<file path="src/rtl/riscv_v_twos_comp_sel_block.sv">
// Per-element two's complement for packed vector data, with selectable element width.
// Each block lane negates its slice. The carry is chained from lane to lane and restarts at every element boundary.

module riscv_v_twos_comp_sel_lane #(
    parameter int BLOCK_WIDTH = 8
) (
    input  logic [BLOCK_WIDTH-1:0] blk,
    input  logic                   neg,
    input  logic                   cin,
    output logic [BLOCK_WIDTH-1:0] res,
    output logic                   cout
);
    // ~x + cin carries out only when x is zero and a carry arrives.
    assign res  = neg ? (~blk + BLOCK_WIDTH'(cin)) : blk;
    assign cout = neg & cin & (blk == '0);
endmodule

module riscv_v_twos_comp_sel_block #(
    parameter int DATA_WIDTH  = 128,
    parameter int BLOCK_WIDTH = 8,
    parameter int NUM_OSIZES  = 4
) (
    input  logic                             clk,
    input  logic                             rst,
    input  logic [DATA_WIDTH-1:0]            in,
    input  logic [DATA_WIDTH/BLOCK_WIDTH-1:0] complement,
    input  logic [NUM_OSIZES-1:0]            osize_vector,
    input  logic                             merge,
    output logic [DATA_WIDTH-1:0]            out
);
    localparam int NUM_BLOCKS = DATA_WIDTH / BLOCK_WIDTH;

`ifndef SYNTHESIS
    if (DATA_WIDTH % (BLOCK_WIDTH << (NUM_OSIZES - 1)) != 0) begin : g_bad_cfg
        $fatal(1, "DATA_WIDTH must be a multiple of the largest element width");
    end
`endif

    // Bit k is set when block b is the first block of an element of size 2^k blocks.
    function automatic logic [NUM_OSIZES-1:0] align_mask(input int b);
        for (int k = 0; k < NUM_OSIZES; k++)
            align_mask[k] = ((b % (1 << k)) == 0);
    endfunction

    logic [NUM_OSIZES-1:0]                   sel;
    logic [NUM_BLOCKS-1:0][BLOCK_WIDTH-1:0]  nxt;

    // Isolate the lowest set bit, so that a non-one-hot select resolves deterministically.
    assign sel = osize_vector & (~osize_vector + NUM_OSIZES'(1));

    for (genvar b = 0; b < NUM_BLOCKS; b++) begin : gen_blk
        localparam logic [NUM_OSIZES-1:0] ALIGN = align_mask(b);
        logic start, neg, cin, cout;

        if (b == 0) begin : g_first
            assign start = merge | (|(sel & ALIGN));
            assign neg   = start & complement[0];
            assign cin   = start;
        end else begin : g_rest
            // Inside an element, a block inherits the negate request from the element's lowest block.
            assign start = ~merge & (|(sel & ALIGN));
            assign neg   = start ? complement[b] : gen_blk[b-1].neg;
            assign cin   = start | gen_blk[b-1].cout;
        end

        riscv_v_twos_comp_sel_lane #(
            .BLOCK_WIDTH (BLOCK_WIDTH)
        ) u_lane (
            .blk  (in[b*BLOCK_WIDTH +: BLOCK_WIDTH]),
            .neg  (neg),
            .cin  (cin),
            .res  (nxt[b]),
            .cout (cout)
        );
    end

    logic unused_last_cout;
    assign unused_last_cout = gen_blk[NUM_BLOCKS-1].cout;

    always_ff @(posedge clk) begin
        if (rst) out <= '0;
        else     out <= nxt;
    end
endmodule

</file>
<file path="config.mk">
export PLATFORM = sky130hd
export DESIGN_NAME = riscv_v_twos_comp_sel_block
export DESIGN_NICKNAME = d
export VERILOG_FILES = /design/src/rtl/riscv_v_twos_comp_sel_block.sv
export SDC_FILE = /design/constraint.sdc
export NUM_CORES = 1
export LEC_CHECK = 0
export ABC_AREA = 0
export CORE_ASPECT_RATIO = 2
export CORE_MARGIN = 4
export CORE_UTILIZATION = 43
export CTS_CLUSTER_SIZE = 40
export DETAILED_ROUTE_END_ITERATION = 6
export GPL_ROUTABILITY_DRIVEN = 0
export HOLD_SLACK_MARGIN = 0.08
export PLACE_DENSITY = 0.92
export SYNTH_ARGS = -nofsm -noshare
export SYNTH_HDL_FRONTEND = slang
export SYNTH_SLANG_ARGS = --single-unit
export TNS_END_PERCENT = 5
</file>
<file path="constraint.sdc">
create_clock -name clk -period 3.74 [get_ports clk]
set_input_delay 0.561 -clock clk [delete_from_list [all_inputs] [get_ports clk]]
set_output_delay 0.561 -clock clk [all_outputs]
set_load 0.01 [all_outputs]
</file>
# Yosys cells after proc, flatten, opt, wreduce, memory -nomap -nowiden
# Cells that the tools add are included.
op_classes:
  add_sub_neg: 17
  n_mux: 31
  bitwise_logic: 70
  n_reduce_logical: 18
ops:
  columns: ["op", "n"]
  rows:
  - ["8-bit by 1-bit adder with 8-bit output", 16]
  - ["8-bit 2-to-1 mux", 16]
  - ["8-bit NOT", 16]
  - ["8-bit logical NOT", 15]
  - ["1-bit bitwise AND", 35]
  - ["1-bit bitwise OR", 16]
  - ["1-bit 2-to-1 mux", 15]
  - ["4-bit by 1-bit adder with 4-bit output, second input constant", 1]
  - ["4-bit bitwise AND", 1]
  - ["4-bit NOT", 1]
  - ["4-bit OR reduction", 1]
  - ["3-bit OR reduction", 1]
  - ["2-bit OR reduction", 1]
  - ["1-bit NOT", 1]
word_totals:
  reg_bits: 128
  in_bits: 151
  elab_cells: 137

# Logic depth before layout (Yosys ltp)
# Gate-level depths: netlist of run 1.
depth:
  depth_word: 53
  mapped_depth: 17
  mapped_depth_nobuf: 15

# Modules after synthesis
# Synthesis of run 1 repeated with hierarchy kept, for this count alone.
unflattened:
  hier_cells: 794
  hier_area_um2: 7278.2
by_module_without_submodules:
  columns: ["module", "n_inst", "cells_each", "area_each_um2", "seq_area_each_um2"]
  rows:
  - ["riscv_v_twos_comp_sel_block", 1, 346, 3915.0, 2562.5]
  - ["riscv_v_twos_comp_sel_lane", 16, 28, 210.2, 0.0]

# Least setup slack after synthesis of run 1
# No wires, ideal clock.
synth_timing:
  kind: "in2reg"
  start: "input osize_vector[0]"
  end: "register out[114]"
  t_arrival_ns: 3.370
  t_required_ns: 3.670
  path_slack_ns: 0.299
  stages: 13
  path_cell_list: "or3_1 -> a222oi_1 -> o31a_1 -> buf_6 -> or4_4 -> o31ai_4 -> a31oi_2 -> inv_2 -> a41o_1 -> ha_1 -> ha_1 -> or3_1 -> a21oi_1"
synth_via:
  elab_chain_len: 50
  elab_cells_between_ends: 70
synth_lines:
  columns: ["item", "line", "source"]
  rows:
  - ["start: declaration", "27", "input logic [NUM_OSIZES-1:0] osize_vector,"]
  - ["4-bit NOT", "49", "assign sel = osize_vector & (~osize_vector + NUM_OSIZES'(1));"]
  - ["4-bit by 1-bit adder with 4-bit output", "49", null]
  - ["4-bit bitwise AND *", "49", null]
  - ["4-bit OR reduction", "56, 61", null]
  - ["1-bit bitwise OR", "56", "assign start = merge | (|(sel & ALIGN));"]
  - ["1-bit bitwise AND", "57", "assign neg = start & complement[0];"]
  - ["1-bit bitwise AND (2 in a row)", "15", "assign cout = neg & cin & (blk == '0);"]
  - ["1-bit bitwise OR", "63", "assign cin = start | gen_blk[b-1].cout;"]
  - ["(+30 left out)", null, null]
  - ["1-bit bitwise AND (2 in a row)", "15", null]
  - ["1-bit bitwise OR", "63", null]
  - ["1-bit bitwise AND (2 in a row)", "15", null]
  - ["1-bit bitwise OR", "63", null]
  - ["1-bit bitwise AND (2 in a row)", "15", null]
  - ["1-bit bitwise OR", "63", null]
  - ["8-bit by 1-bit adder with 8-bit output", "14", "assign res = neg ? (~blk + BLOCK_WIDTH'(cin)) : blk;"]
  - ["8-bit 2-to-1 mux *", "14", null]
  - ["end signal: assignment", "82", "else out <= nxt;"]
  - ["end: declaration", "29", "output logic [DATA_WIDTH-1:0] out"]
# Mark *: on every way between the ends. The rest lies on a longest branch, timed or not.
# A chain may end at the register's enable or synchronous reset.

# Final worst setup path of run 1
layout_timing:
  start: "input osize_vector[1]"
  end: "register out[118]"
# Same word-level chain as after synthesis.

==> results of run 1 <==
cells in the final DEF, fill, tap and decap left out, drive strengths merged, types with 21 or more instances in the layout:
cell type,instances
a21oi,90
buf,96
clkbuf,21
clkdlybuf4s50,274
dfxtp,128
ha,32
inv,57
nand2,52
nor2,137
nor3,25
nor4,27
o21ai,30
or3,24
xnor2,65
power by group:
part           switching (W)  total, W  leakage, nW  internal, W
clock               0.000608   0.00172        0.291      0.00111
sequential         0.0000392   0.00154         1.07      0.00150
combinational       0.000551   0.00119         3.26     0.000642
total                0.00120   0.00445         4.62      0.00326
area by class of cell:
| cell class | count | area [µm²] |
|---|---|---|
| Antenna cell | 1 | 2.50 |
| Clock buffer | 21 | 440 |
| Clock inverter | 11 | 164 |
| Fill cell | 1056 | 4070 |
| Inverter | 57 | 214 |
| Multi-Input combinational cell | 605 | 3780 |
| Sequential cell | 128 | 2560 |
| Tap cell | 195 | 244 |
| Timing Repair Buffer | 373 | 3500 |
metal layers:
| metal | track usage (%) | wire (µm) | up-vias |
|---|---|---|---|
| met5 | 0 | 0 | - |
| met2 | 51.9 | 13700 | 339 |
| met3 | 4.97 | 1520 | 107 |
| li1 | - | - | 3530 |
| met4 | 19.3 | 1800 | 0 |
| met1 | 25.8 | 7890 | 3497 |
cell families (layout without fill, tap and decap cells):
logic type | after synthesis | in the layout
compound gates | 165 | 165
xor+xnor | 79 | 79
fa+ha+maj | 32 | 32
buf+inv | 87 | 462
flops | 128 | 128
mux | 17 | 17
other cells | 0 | 1
simple gates | 312 | 312
cells in the mapped netlist (4+ instances only):
cell type and instances:
inv_1 56, nand3_1 11, or2_2 6, nor2b_1 11, nand2_1 52, and3_1 4
nor3_1 25, nand2b_1 4, xor2_1 14, ha_1 32, xnor2_1 65, clkbuf_1 24
nor2_1 137, nor4_1 26, o41ai_1 6, o21ai_0 29, or3_1 24, dfxtp_1 128
o31ai_1 4, a21oi_1 90, mux2i_1 17, a31oi_1 13
worst max-delay path, stage by stage:
cell and delay [ns]:
clkdlybuf4s50_1 0.41, buf_4 0.16, and2b_1 0.21, a222oi_1 0.06, buf_4 0.15, or2_2 0.30, or4_4 0.57, o31ai_4 0.27
a31oi_2 0.14, inv_2 0.07, a41o_1 0.19, ha_4 0.17, ha_4 0.14, inv_1 0.04, nor2_1 0.12, nor2_1 0.07
xnor2_1 0.21, nor2_1 0.07
what timing repair did:
action,in CTS,in global routing
resized for setup,0,20
buffers inserted,0,0
endpoints found under the setup margin,0,39
final timing paths:
check	from	to	slack (ns)	cells past startpoint
setup / recovery	osize_vector[1]	out[118]	0.09	18
hold / removal	complement[0]	out[1]	0.71	4
through the flow:
| step | util [%] | std cells | worst slack (ns) |
|---|---|---|---|
| after detailed placement | 68.1 | 1358 | -0.399 |
| after global routing | 72.8 | 1391 | -0.0583 |
| after global placement | 68.1 | 1358 | -0.327 |
| final | 72.8 | 1391 | 0.0856 |
| after floorplan | - | 820 | 0.299 |
| after CTS | 72.1 | 1390 | 0.0118 |
==> results.cfg, run 1 <==
[run_status]
status = finished clean

[floorplanning]
fp.dieH_um = 183
die-area_um2 = 17500
rows = 63
fp.dieW_um = 95.6
coreArea_um2 = 15000
initial_utilization_pct = 44.1
ios = 279

[clock_tree]
clk_pin_slew_ns = 0.06
cts_buffers = 17
cts_tree = built
hold_buffers = 0
cts.htree.levels = 4
clock-root-buffer = clkbuf_16
clockBufferDepth = 2
clock-sinks = 128

[power_and_ir_drop]
power_w = 0.00445
max-vdd-ir-drop_mv = 0.335
powerDensity_nw_per_um2 = 408
leakage_nw = 4.62

[yosys]
synth_top_family_by_area = simple AND/OR/NAND/NOR gates
async_flop_share_pct = 0
synth_xor_area_share_pct = 10.5
synthTopCellsByArea = dfxtp_1 39%, xnor2_1 8.6%, nor2_1 7.8%, a21oi_1 6.8%, ha_1 6.1%
postSynthCellCount = 820
syn_nets = 1003
synth_ff_type = dfxtp_1
ys_seq_area_share_pct = 38.8
netlist-cell-type-count = 55
synthAdderAreaFrac_pct = 6.07
syn-mean-instance-area_um2 = 8.05
synth_top_cell_area_share_pct = 38.8
synthSimpleGateAreaFrac_pct = 22.1
synth.cell_area_um2 = 6600
muxShareOfSynthArea_pct = 2.58
synth-seq-cells = 128
synth_edf_count = 0
synth_top_cell_by_area = dfxtp_1
synth_warnings = 0
synth-compound-area-share_pct = 14.7

[setup_path]
crit_path_start_kind = input port
critPathMaxFanout = 7
cp.arrival_ns = 3.91
critical_path_class = in -> reg
worstPathRequired_ns = 4.00
worst_setup_path_end_kind = register

[placement]
dp_hpwl_mm = 19.0
port_buffers = 278
place_area_um2 = 10200

[global_route]
antenna_found_initial = 1
grt_max_degree = 111
grt_pass1_wl_mm = 37.2
grt_pass1_vias = 7515
grt_overflow = 0
grt_use_total_pct = 27.7

[route]
via_count = 7473
drc = 0
wire_per_inst_um = 17.9
vias_per_cell = 5.37
wl_mm = 24.9
ant_nets = 0
firstDrtPassIters = 4
drtIter0Drc = 424

[cells_and_area]
regMostFlops = out
area_delta_synth_final_pct = 65.4
largest_reg_flops = 128
drive_gt1_share_pct = 12.5
finalInstanceArea_um2 = 10900
fin_nets = 1365
reg.largest.list = out: 128 flops

[flow_run]
max_cap_violations = 0

[sta]
whs_ns = 0.710
fin_tns_setup_ns = 0
setup_viol = 0
slew_headroom_pct = 20.9
fmax_mhz = 274
post-route-min-period_ns = 3.65
worst_pin_slew_ns = 1.19
slew_viol_final = 0
fin_crit_sh_pct = 97.7
hold_violations = 0
rsz0062_at_grt = true

[hold_path]
min_path_type = in -> reg
No activity file was read; power rests on OpenSTA's default activity.
==> run 2: changes to the inputs <==
--- a/config.mk
+++ b/config.mk
@@ -6,6 +6,7 @@
 export NUM_CORES = 1
 export LEC_CHECK = 0
 export ABC_AREA = 0
+export ABC_CLOCK_PERIOD_IN_PS = 3740
 export CORE_ASPECT_RATIO = 2
 export CORE_MARGIN = 4
 export CORE_UTILIZATION = 43
@@ -14,6 +15,7 @@
 export GPL_ROUTABILITY_DRIVEN = 0
 export HOLD_SLACK_MARGIN = 0.08
 export PLACE_DENSITY = 0.92
+export RECOVER_POWER = 100
 export SYNTH_ARGS = -nofsm -noshare
 export SYNTH_HDL_FRONTEND = slang
 export SYNTH_SLANG_ARGS = --single-unit
==> results.cfg, run 2 (synthesis gave the netlist of run 1 again) <==
[power_and_ir_drop]
powerDensity_nw_per_um2 = 403
leakage_nw = 4.87
seq_power_share_pct = 34.9
power_frac_comb_pct = 26.0
max-vdd-ir-drop_mv = 0.335
swShare_pct = 27.1
p_int_w = 0.00320
switchingPower_w = 0.00119
p_clk_share_pct = 39.1

[run_status]
status = finished clean

[cells_and_area]
drive_gt1_share_pct = 12.5
fin_cells = 1391
regMostFlops = out
reg.largest.list = out: 128 flops
fin_nets = 1365
layout_common_cells = 146 x clkdlybuf4s50_1, 137 x nor2_1, 128 x dfxtp_1, 128 x dlygate4sd3_1, 94 x buf_4
n_fill_cell = 1056
largest_reg_flops = 128
area_delta_synth_final_pct = 65.4
final_common_cell = clkdlybuf4s50_1

[clock_tree]
cts_buffers = 17
cts.htree.levels = 4
clk_pin_slew_ns = 0.06
cts_tree = built
clock-sinks = 128
clock-root-buffer = clkbuf_16
clockBufferDepth = 2

[sta]
fmax_mhz = 274
slew_viol_final = 0
rsz0062_at_grt = true
setup_viol = 0
slew_headroom_pct = 21.0
hold_violations = 0
worst_pin_slew_ns = 1.18
post-route-min-period_ns = 3.65
fin_crit_sh_pct = 97.6
whs_ns = 0.709

[setup_path]
slowest_delay_ns = 0.57
critPathBufInv = 5
cpLargestDelayFamily = simple AND/OR/NAND/NOR gates
critical_path_class = in -> reg
crit_path_start_kind = input port
worstPathRequired_ns = 4.00
crit_top_cell = nor2_1
slowest_stage = or4_4
crit_chain = clkdlybuf4s50_1 > buf_4 > and2b_1 > a222oi_1 > buf_4 > or2_2 > or4_4 > o31ai_4 > a31oi_2 > inv_2 > a41o_1 > ha_4 > ha_4 > inv_1 > nor2_1 > nor2_1 > xnor2_1 > nor2_1
worst_setup_path_end_kind = register
critPathMaxFanout = 7
cp.arrival_ns = 3.91

[route]
drc = 0
firstDrtPassIters = 5
drtIter0Drc = 356
ant_nets = 0
via_count = 7459
vias_per_cell = 5.36
wire_per_inst_um = 17.8
wl_mm = 24.8

[global_route]
grt_overflow = 0
grt_use_met1_pct = 25.8
antenna_found_initial = 1
grt_pass1_vias = 7515
grt_max_degree = 111
gr-max-usage-layer = met2
grt_pass1_wl_mm = 37.2
grt_use_total_pct = 27.7
gr-usage-met2_pct = 51.9
use_met3_pct = 4.97

[floorplanning]
die-area_um2 = 17500
rows = 63
initial_utilization_pct = 44.1
ios = 279
fp.dieH_um = 183
coreArea_um2 = 15000
fp.dieW_um = 95.6

[placement]
placed_cells = 1358
dp_hpwl_mm = 19.0
port_buffers = 278

[hold_path]
min_path_type = in -> reg

[flow_run]
max_cap_violations = 0
-- run 2: worst paths after layout --
path	start	to	cells past startpoint
worst min-delay path	complement[0]	out[1]	4
worst max-delay path	osize_vector[1]	out[118]	18
-- run 2: layout make-up --
| type | instances | area, µm² | share of cell area, % |
|---|---|---|---|
| Multi-Input combinational cell | 605 | 3780 | 34.7 |
| Inverter | 57 | 214 | 1.96 |
| Clock inverter | 11 | 164 | 1.50 |
| Tap cell | 195 | 244 | 2.24 |
| Timing Repair Buffer | 373 | 3500 | 32.1 |
| Antenna cell | 1 | 2.50 | 0.0229 |
| Sequential cell | 128 | 2560 | 23.5 |
| Clock buffer | 21 | 440 | 4.04 |
-- run 2: tightest hold or removal path: cells and delay by family --
kind | cells | cell delay [ns]
and+or+nand+nor | 2 | 0.27
AOI/OAI and AO/OA | 1 | 0.05
buffers and inverters | 1 | 0.19
-- run 2: routing by layer --
| layer | share of wire (%) | vias up |
|---|---|---|
| met3 | 5.5 | 100 |
| met4 | 7.1 | 0 |
| li1 | - | 3534 |
| met1 | 32 | 3496 |
| met5 | 0 | - |
| met2 | 55 | 329 |
-- run 2: repair_timing --
| item | CTS | global route |
|---|---|---|
| resized for setup | 0 | 20 |
| buffers inserted | 0 | 0 |
| setup endpoints to repair | 0 | 39 |
| hold buffers | 0 | 0 |
-- run 2: through the flow --
step | total power [W] | util, % | setup WS, ns | instance area [µm²] | setup TNS (ns)
2_1_floorplan | 0.00207 | - | 0.299 | 6600 | 0
3_3_place_gp | 0.00270 | 68.1 | -0.327 | 10200 | -8.10
3_5_place_dp | 0.00273 | 68.1 | -0.399 | 10200 | -11.79
4_1_cts | 0.00445 | 72.1 | 0.0118 | 10800 | 0
5_1_grt | 0.00457 | 72.8 | -0.0583 | 10900 | -0.109
6_report | 0.00440 | 72.8 | 0.0895 | 10900 | 0
-- run 2: power by group through the flow --
stage / sequential [W] / clock, W / combinational [W]
6_report: 0.00154 / 0.00172 / 0.00114
5_1_grt: 0.00155 / 0.00179 / 0.00123
4_1_cts: 0.00154 / 0.00173 / 0.00118
3_5_place_dp: 0.00157 / 0 / 0.00116
3_3_place_gp: 0.00157 / 0 / 0.00113
2_1_floorplan: 0.00164 / 0 / 0.000426
==> run 3: changes to the inputs <==
==> constraint.sdc (replaced) <==
create_clock -name clk -period 3.74 [get_ports clk]
set_input_delay 0.748 -clock clk [delete_from_list [all_inputs] [get_ports clk]]
set_output_delay 0.748 -clock clk [all_outputs]
set_load 0.01 [all_outputs]
==> results.cfg, run 3 (synthesis gave the netlist of run 1 again) <==
[run_status]
status = finished clean

[route]
drc = 0
wl_met3_mm = 1.49
wl_mm = 25.7
firstDrtPassIters = 6
highest_layer = met4
met1_length_mm = 8.10
via_count = 7587
ant_nets = 0
wire_per_inst_um = 18.2
met2_length_mm = 14.1
vias_per_cell = 5.35
drtIter0Drc = 313

[global_route]
grt_max_degree = 74
grt_pass1_vias = 7946
antenna_found_initial = 1
grt_pass1_wl_mm = 38.8
grt_use_total_pct = 29.0
grt_overflow = 0

[cells_and_area]
largest_reg_flops = 128
regMostFlops = out
multi_input_area_um2 = 3840
area_delta_synth_final_pct = 68.7
final_common_cell = clkdlybuf4s50_1
drive_gt1_share_pct = 14.7
reg.largest.list = out: 128 flops
post-route-util_pct = 74.3
layout_common_cells = 140 x clkdlybuf4s50_1, 137 x nor2_1, 128 x dfxtp_1, 128 x dlygate4sd3_1, 111 x buf_4
seq_area_um2 = 2560
n_fill_cell = 1004
fin_nets = 1395

[hold_path]
min_path_type = in -> reg
holdCritStartpoint = rst
hold_end = out[23]
min_path_cells = 2

[sta]
post-route-min-period_ns = 3.61
fin_crit_sh_pct = 96.4
whs_ns = 0.814
hold_violations = 0
slew_viol_final = 0
setup_viol = 0
rsz0062_at_grt = false
slew_headroom_pct = 43.1
worst_pin_slew_ns = 0.830
fmax_mhz = 277

[setup_path]
critPathBufInv = 2
worst_setup_path_end_kind = register
critPathMaxFanout = 3
crit_top_cell = nand3_1
cp.arrival_ns = 3.90
slowest_delay_ns = 0.48
worstPathRequired_ns = 4.03
crit_path_start_kind = input port
cpLargestDelayFamily = simple AND/OR/NAND/NOR gates
slowest_stage = clkdlybuf4s50_1
critical_path_class = in -> reg
crit_chain = clkdlybuf4s50_1 > nor4_2 > nand3_1 > nor4_1 > nand3_1 > o31ai_4 > buf_4 > a21oi_2 > o21ai_0 > ha_1 > nand2_1 > o41ai_2 > xor2_1 > nor2_1

[clock_tree]
clk_pin_slew_ns = 0.05
clock-sinks = 128
cts.htree.levels = 4
clock-root-buffer = clkbuf_16
clockBufferDepth = 2
cts_buffers = 17
hold_buffers = 0
cts_tree = built

[power_and_ir_drop]
switchingPower_w = 0.00118
power_frac_comb_pct = 27.6
powerDensity_nw_per_um2 = 381
seq_power_share_pct = 36.3
p_clk_share_pct = 36.1
leakage_nw = 5.03
max-vdd-ir-drop_mv = 0.327
p_int_w = 0.00306
swShare_pct = 27.8

[floorplanning]
rows = 63
fp.dieH_um = 183
initial_utilization_pct = 44.1
die-area_um2 = 17500
fp.dieW_um = 95.6
ios = 279
coreArea_um2 = 15000

[placement]
dp_hpwl_mm = 19.8
port_buffers = 278

[flow_run]
max_cap_violations = 0
run 3: cell types whose count changed in the layout (fill, tap and decap cells not counted), sizes merged:
| cell | before | now |
|---|---|---|
| buf | 94 | 112 |
| clkbuf | 23 | 37 |
| clkdlybuf4s50 | 146 | 140 |
| dlymetal6s2s | 3 | 8 |
| bufinv | 4 | 1 |
| clkinv | 5 | 6 |
| clkinvlp | 2 | 1 |
| inv | 57 | 56 |
run 3: metal layers:
layer	vias up	GRT usage, %
met5	-	0
met4	0	21.4
met3	127	5.83
met2	355	53.7
met1	3513	26.6
li1	3592	-
run 3: through the flow:
step	setup WS [ns]	std cells	area (µm²)	setup TNS (ns)	total power, W
6_report	0.134	1418	11100	0	0.00424
3_5_place_dp	-0.575	1384	10400	-27.53	0.00276
2_1_floorplan	0.112	820	6600	0	0.00207
3_3_place_gp	-0.538	1384	10400	-23.85	0.00272
4_1_cts	-0.0635	1413	11000	-0.275	0.00430
5_1_grt	0.00473	1418	11100	0	0.00441
run 3: area by class of cell:
| type | count | share of cell area, % |
|---|---|---|
| inverter | 57 | 1.92 |
| sequential | 128 | 23.0 |
| multi-input combinational | 605 | 34.5 |
| antenna | 1 | 0.0225 |
| clock buffer | 22 | 4.26 |
| timing repair buffer | 403 | 33.5 |
| tap | 195 | 2.19 |
| clock inverter | 7 | 0.562 |
run 3: repair_timing:
| item | 4_1_cts | 5_1_grt |
|---|---|---|
| gates resized for setup | 12 | 29 |
| hold endpoints to repair | 0 | 0 |
| pin swaps | 3 | 10 |
| endpoints found under the setup margin | 21 | 60 |
| buffers inserted | 0 | 4 |
run 3: worst max path at each step:
stage | start | to | slack (ns) | depth (start not counted)
floorplan | osize_vector[0] | out[114] | 0.11 | 13
global placement | in[0] | out[118] | -0.54 | 17
detailed placement | osize_vector[1] | out[101] | -0.57 | 15
CTS | osize_vector[1] | out[126] | -0.06 | 15
global route | osize_vector[1] | out[78] | 0.005 | 16
finish | in[75] | out[101] | 0.13 | 14
run 3: power groups by stage:
stage | Clock (W) | Combinational [W] | Sequential [W]
finish | 0.00153 | 0.00117 | 0.00154
global route | 0.00160 | 0.00126 | 0.00155
CTS | 0.00155 | 0.00121 | 0.00155
detailed placement | 0 | 0.00118 | 0.00157
global placement | 0 | 0.00115 | 0.00157
floorplan | 0 | 0.000426 | 0.00164
